--- src/rtl/endgame_sequencer.sv ---
// ---------------------------------------------------------------------------
// endgame_sequencer
//
// This block sequences the end-of-game banner for the invaders game. When the
// player loses (no lives left, or an invader lands) or wins (all invaders
// cleared), the game freezes. The matching banner then scrolls in, holds, and
// blinks until the player asks for a new game. Lose takes priority over win.
//
// Ports
//   clk               system clock, rising-edge
//   rst               synchronous active-high reset
//   lives_zero        level: player has no lives left
//   invaders_landed   level: an invader reached the player row
//   invaders_cleared  level: all invaders destroyed
//   restart_btn       debounced level; a rising edge requests a new game
//   loser_pix[3:0]    pixel from the loser banner sprite
//   winner_pix[3:0]   pixel from the winner banner sprite
//   loser_en          loser banner sprite enable
//   winner_en         winner banner sprite enable
//   game_freeze       halts player/invader/missile motion
//   game_restart      one-cycle pulse that re-initialises the game
//   overlay_pix[3:0]  banner pixel to the VGA colour mux (0 = transparent)
//   state[2:0]        PLAY=0, SCROLL=1, HOLD=2, BLINK=3, RESTART=4
// ---------------------------------------------------------------------------
module endgame_sequencer #(
    parameter int TICK_DIV     = 1000000,
    parameter int SCROLL_TICKS = 96,
    parameter int HOLD_TICKS   = 64,
    parameter int BLINK_TICKS  = 8
) (
    input  logic       clk,
    input  logic       rst,
    input  logic       lives_zero,
    input  logic       invaders_landed,
    input  logic       invaders_cleared,
    input  logic       restart_btn,
    input  logic [3:0] loser_pix,
    input  logic [3:0] winner_pix,
    output logic       loser_en,
    output logic       winner_en,
    output logic       game_freeze,
    output logic       game_restart,
    output logic [3:0] overlay_pix,
    output logic [2:0] state
);

    typedef enum logic [2:0] {
        PLAY    = 3'd0,
        SCROLL  = 3'd1,
        HOLD    = 3'd2,
        BLINK   = 3'd3,
        RESTART = 3'd4
    } state_t;

    // The guard keeps the counter at least one bit wide for TICK_DIV == 1.
    localparam int            CW          = (TICK_DIV > 1) ? $clog2(TICK_DIV) : 1;
    localparam logic [CW-1:0] TICK_LAST   = CW'(TICK_DIV - 1);
    localparam logic [7:0]    SCROLL_LAST = 8'(SCROLL_TICKS - 1);
    localparam logic [7:0]    HOLD_LAST   = 8'(HOLD_TICKS - 1);
    localparam logic [7:0]    BLINK_LAST  = 8'(BLINK_TICKS - 1);

    state_t        state_q;
    state_t        state_next;
    logic          is_win;
    logic [CW-1:0] tick_cnt;
    logic [7:0]    step_cnt;
    logic          blink_phase;
    logic          restart_q;

    logic tick;
    logic restart_edge;
    logic lose;
    logic win;
    logic visible;

    // Next state and outputs, all decoded from the registered state.
    always_comb begin
        // NOTE: every signal gets a default first. Without it, any path that
        // misses an assignment would hold the old value, and that infers a latch.
        state_next   = state_q;
        tick         = (tick_cnt == TICK_LAST);
        restart_edge = restart_btn & ~restart_q;
        lose         = lives_zero | invaders_landed;
        win          = invaders_cleared & ~lose;
        loser_en     = 1'b0;
        winner_en    = 1'b0;
        game_freeze  = 1'b1;
        game_restart = 1'b0;
        visible      = 1'b0;

        case (state_q)
            PLAY: begin
                game_freeze = 1'b0;
                if (lose || win) state_next = SCROLL;
            end
            SCROLL: begin
                visible = 1'b1;
                if (tick && step_cnt == SCROLL_LAST) state_next = HOLD;
            end
            HOLD: begin
                visible = 1'b1;
                if (restart_edge)                       state_next = RESTART;
                else if (tick && step_cnt == HOLD_LAST) state_next = BLINK;
            end
            BLINK: begin
                visible = blink_phase;
                if (restart_edge) state_next = RESTART;
            end
            RESTART: begin
                game_restart = 1'b1;
                state_next   = PLAY;
            end
            default: state_next = PLAY;
        endcase

        if (state_q == SCROLL || state_q == HOLD || state_q == BLINK) begin
            loser_en  = ~is_win;
            winner_en = is_win;
        end

        overlay_pix = visible ? (is_win ? winner_pix : loser_pix) : 4'h0;
        state       = state_q;
    end

    always_ff @(posedge clk) begin
        if (rst) begin
            // NOTE: sequential state uses non-blocking assignments only. Every
            // register then samples its pre-edge value, whatever the statement order.
            state_q     <= PLAY;
            is_win      <= 1'b0;
            tick_cnt    <= '0;
            step_cnt    <= '0;
            blink_phase <= 1'b1;
            restart_q   <= 1'b0;
        end else begin
            restart_q <= restart_btn;
            state_q   <= state_next;

            // The win/lose verdict is latched once, when the game stops.
            if (state_q == PLAY && state_next == SCROLL) is_win <= win;

            if (state_next != state_q) begin
                // Each state times itself from zero, so its first tick comes
                // TICK_DIV cycles after entry.
                tick_cnt <= '0;
                step_cnt <= '0;
                if (state_next == BLINK) blink_phase <= 1'b1;
            end else begin
                tick_cnt <= tick ? '0 : tick_cnt + CW'(1);
                // Steps are counted only in the timed banner states. In PLAY the
                // step counter stays at zero, so it cannot overflow however long
                // the game runs.
                if (tick && (state_q == SCROLL || state_q == HOLD || state_q == BLINK)) begin
                    if (state_q == BLINK && step_cnt == BLINK_LAST) begin
                        step_cnt    <= '0;
                        blink_phase <= ~blink_phase;
                    end else begin
                        step_cnt <= step_cnt + 8'd1;
                    end
                end
            end
        end
    end

endmodule
--- config.mk ---
export PLATFORM = sky130hd
export DESIGN_NAME = endgame_sequencer
export DESIGN_NICKNAME = d
export VERILOG_FILES = /design/src/rtl/endgame_sequencer.sv
export SDC_FILE = /design/constraint.sdc
export NUM_CORES = 1
export LEC_CHECK = 0
export BUFFER_PORTS_ARGS = -buffer_cell sky130_fd_sc_hd__buf_2
export CAP_MARGIN = 20
export CORE_MARGIN = 4
export CORE_UTILIZATION = 45
export CTS_BUF_LIST = sky130_fd_sc_hd__clkbuf_16
export CTS_CLUSTER_SIZE = 12
export DETAILED_ROUTE_END_ITERATION = 12
export GPL_TIMING_DRIVEN = 0
export PLACE_DENSITY = 0.66
export SETUP_SLACK_MARGIN = 0.5
export SLEW_MARGIN = 5
export SYNTH_ARGS = -nofsm -noshare
export SYNTH_HDL_FRONTEND = slang
export SYNTH_SLANG_ARGS = --single-unit
--- constraint.sdc ---
create_clock -name clk -period 2.4 [get_ports clk]
set_clock_uncertainty 0.05 [all_clocks]
set_input_delay 0.12 -clock clk [delete_from_list [all_inputs] [get_ports clk]]
set_output_delay 0.12 -clock clk [all_outputs]
set_load 0.01 [all_outputs]
==> impl_metrics.env <==
export IMPL_htreeDepth=2
export IMPL_met3_length_um=98
export IMPL_tns_ns=0
export IMPL_rsz0062_at_grt="true"
export IMPL_cts_sinks=34
export IMPL_synth_top_cell_area_share=0.381
export IMPL_synth_edf_count=0
export IMPL_final_cells=305
export IMPL_slew_headroom=0.642
export IMPL_core_area_sq_mm=0.00374
export IMPL_synth_area_leader_cell="dfxtp_1"
export IMPL_setup_viol=0
export IMPL_wl_um=4120
export IMPL_reg2reg_slack_ns=0.51
export IMPL_cpMaxStageDelayCell="or4b_1"
export IMPL_wl_per_cell_um=13.5
export IMPL_synth_ff_latch_count=34
export IMPL_power_density_mw_per_mm2=552
export IMPL_cp_max_fo=3
export IMPL_initial_core_util=0.478
export IMPL_top_layer="met4"
export IMPL_ctsRootBufferMaster="clkbuf_16"
export IMPL_die_h_um=71.0
export IMPL_worstPathRequired_ns=2.55
export IMPL_syn_mean_instance_area_sq_um=8.35
export IMPL_grt_pass1_wl_um=6840
export IMPL_grt_pass1_vias=1536
export IMPL_slowest_delay_ns=0.46
export IMPL_synth_nets=230
export IMPL_setup_slack_ns=0.505
export IMPL_post_route_period_util=0.790
export IMPL_vias_per_cell=5.45
export IMPL_drtAntennaViolNets=0
export IMPL_p_leak_uw=0.000891
export IMPL_drcViolationCount=0
export IMPL_synthFlopType="dfxtp_1"
export IMPL_die_area_sq_mm=0.00505
export IMPL_crit_start="tick_cnt[0]$_SDFF_PP0_"
export IMPL_yosys_warnings=0
export IMPL_fillCellCount=351
export IMPL_hold_violations=0
export IMPL_path_cells="ha_4 -> and3_4 -> nand3_4 -> or3_4 -> or4b_1 -> o22ai_1"
export IMPL_place_gp_congestion=0.815
export IMPL_outcome="complete, no violations"
export IMPL_start_kind="flop"
export IMPL_yosysUniqueCellTypes=52
export IMPL_cp_arrival_ns=2.05
export IMPL_grtUsageTotal=0.167
export IMPL_synthCells=214
export IMPL_fin_crit_ns=1.89
export IMPL_worstSetupPathType="reg2reg"
export IMPL_drive_above_1_share=0.315
export IMPL_hold_path_startpoint="restart_btn"
export IMPL_cp_end_kind="flop"
export IMPL_final_nets=272
export IMPL_min_path_type="in2reg"
export IMPL_slew_violations=0
export IMPL_synth_area_sq_mm=0.00179
export IMPL_drt_initial_drc_count=60
export IMPL_portBuffers=23
export IMPL_cts_tree="built"
export IMPL_met1_length_um=1870
export IMPL_utilization=0.625
export IMPL_ios=25
export IMPL_antenna_found_initial=0
export IMPL_synthToLayoutAreaGrowth_pct=30.9
export IMPL_route_met2_wl_um=2060
export IMPL_r2r_start="tick_cnt[0]$_SDFF_PP0_"
export IMPL_worstSkewPairLatency_ns=0.28
export IMPL_grt_max_degree=11
export IMPL_clockBufferDepth=2
export IMPL_ys_seq_area_frac=0.381
export IMPL_dpl_hpwl_um=2800
export IMPL_cap_violations=0
export IMPL_async_reset_ff_frac=0
export IMPL_dr_pass1_iters=4
export IMPL_irDropWorstVdd_mv=0.379
export IMPL_fp_row_count=22
export IMPL_worst_pin_slew_ns=0.533
export IMPL_ys_top_cells_by_area="dfxtp_1 (38%), xor2_1 (6.4%), nor2_1 (6.3%), nand2_1 (4.2%), nand4_1 (3.5%)"
export IMPL_die_x_um=71.0
export IMPL_dp_cells=285
export IMPL_vias=1662
export IMPL_antenna_cells=0
export IMPL_total_power_uw=1290
export IMPL_clk_pin_slew_ns=0.06
export IMPL_cts_hold_fix_buffers=0
export IMPL_grt_overflow=0
export IMPL_cts_buffers_inserted=5
export IMPL_max_clock_freq_mhz=528
export IMPL_post_place_ws_ns=0.208
per-stage QoR:
stage / hold slack, ns / area, sq um
floorplan: 0.198 / 1800
global placement: 0.299 / 1980
detailed placement: 0.304 / 1980
CTS: 0.0220 / 2250
global route: 0.0785 / 2340
finish: 0.0252 / 2340
placed cells by master, fill, tap and decap left out, types with 8 or more instances in the layout:
| cell type | n |
|---|---|
| nor2_1 | 30 |
| dfxtp_1 | 23 |
| buf_2 | 23 |
| nand2_1 | 18 |
| xor2_1 | 13 |
| buf_4 | 12 |
| nand3_1 | 11 |
| nand4_1 | 10 |
| nor3_1 | 8 |
| dfxtp_2 | 8 |
synth_stat cells, types with 3 or more instances:
cell type / instances
or3_1: 3
mux2i_1: 5
nand3_1: 11
a21oi_1: 5
nand4_1: 10
xnor2_1: 5
nor3_1: 9
and3_1: 6
o22ai_1: 3
nor2b_1: 3
nand2_1: 20
clkbuf_1: 5
o21ai_0: 3
a31oi_1: 4
dfxtp_1: 34
xor2_1: 13
nor2_1: 30
path summary, 6_finish.rpt:
kind	to	depth (start not counted)
max reg2reg	step_cnt[5]$_SDFFE_PP0P_	6
min reg2reg	step_cnt[0]$_SDFFE_PP0P_	1
max	step_cnt[5]$_SDFFE_PP0P_	6
min	restart_q$_SDFF_PP0_	2
final cells by class:
| class | count | area [sq um] | area share |
|---|---|---|---|
| flip-flops and latches | 34 | 702 | 0.300 |
| clock buffers | 5 | 125 | 0.0534 |
| repair buffers | 35 | 209 | 0.0893 |
| plain buffers | 9 | 65.1 | 0.0278 |
| multi-input cells | 169 | 1160 | 0.495 |
| inverters | 2 | 7.51 | 0.00321 |
| well taps | 48 | 60.1 | 0.0257 |
| clock inverters | 3 | 12.5 | 0.00534 |
cell families after synthesis:
kind of cell,Yosys count,share of synthesized area
muxes,5,0.0280
DFF,34,0.381
adders and majority gates,2,0.0140
and+or+nand+nor,114,0.345
xor gates and xnor gates,18,0.0882
AOI/OAI and AO/OA,30,0.115
buffers and inverters,11,0.0294
where the power goes:
| group | total [uW] | internal, uW | switching, uW |
|---|---|---|---|
| sequential | 576 | 571 | 5.09 |
| clock | 606 | 375 | 232 |
| combinational | 110 | 49.2 | 61.1 |
metal layers:
layer / global-route usage / vias to the layer above
li1: - / 859
met1: 0.197 / 780
met2: 0.285 / 14
met3: 0.0369 / 9
met4: 0.0772 / 0
met5: 0 / -
registers in the layout, summed over array words and instances, names as in the netlist:
| register | flops |
|---|---|
| tick_cnt | 20 |
| step_cnt | 8 |
| state | 3 |
| blink_phase | 1 |
| is_win | 1 |
| restart_q | 1 |
critical path, delay by kind of cell (launching register included):
family                   cells  cell delay, ns
AND/OR/NAND/NOR              4            1.13
flip-flops                   1            0.36
AO/OA/AOI/OAI                1            0.15
adder cells (fa/ha/maj)      1            0.13
timing repair:
action                                  in CTS  in global routing
endpoints found under the setup margin      29                 21
pin swaps                                    9                 10
setup buffers                                9                  3
resized for setup                           19                 24
No activity file was read; power rests on OpenSTA's default activity.
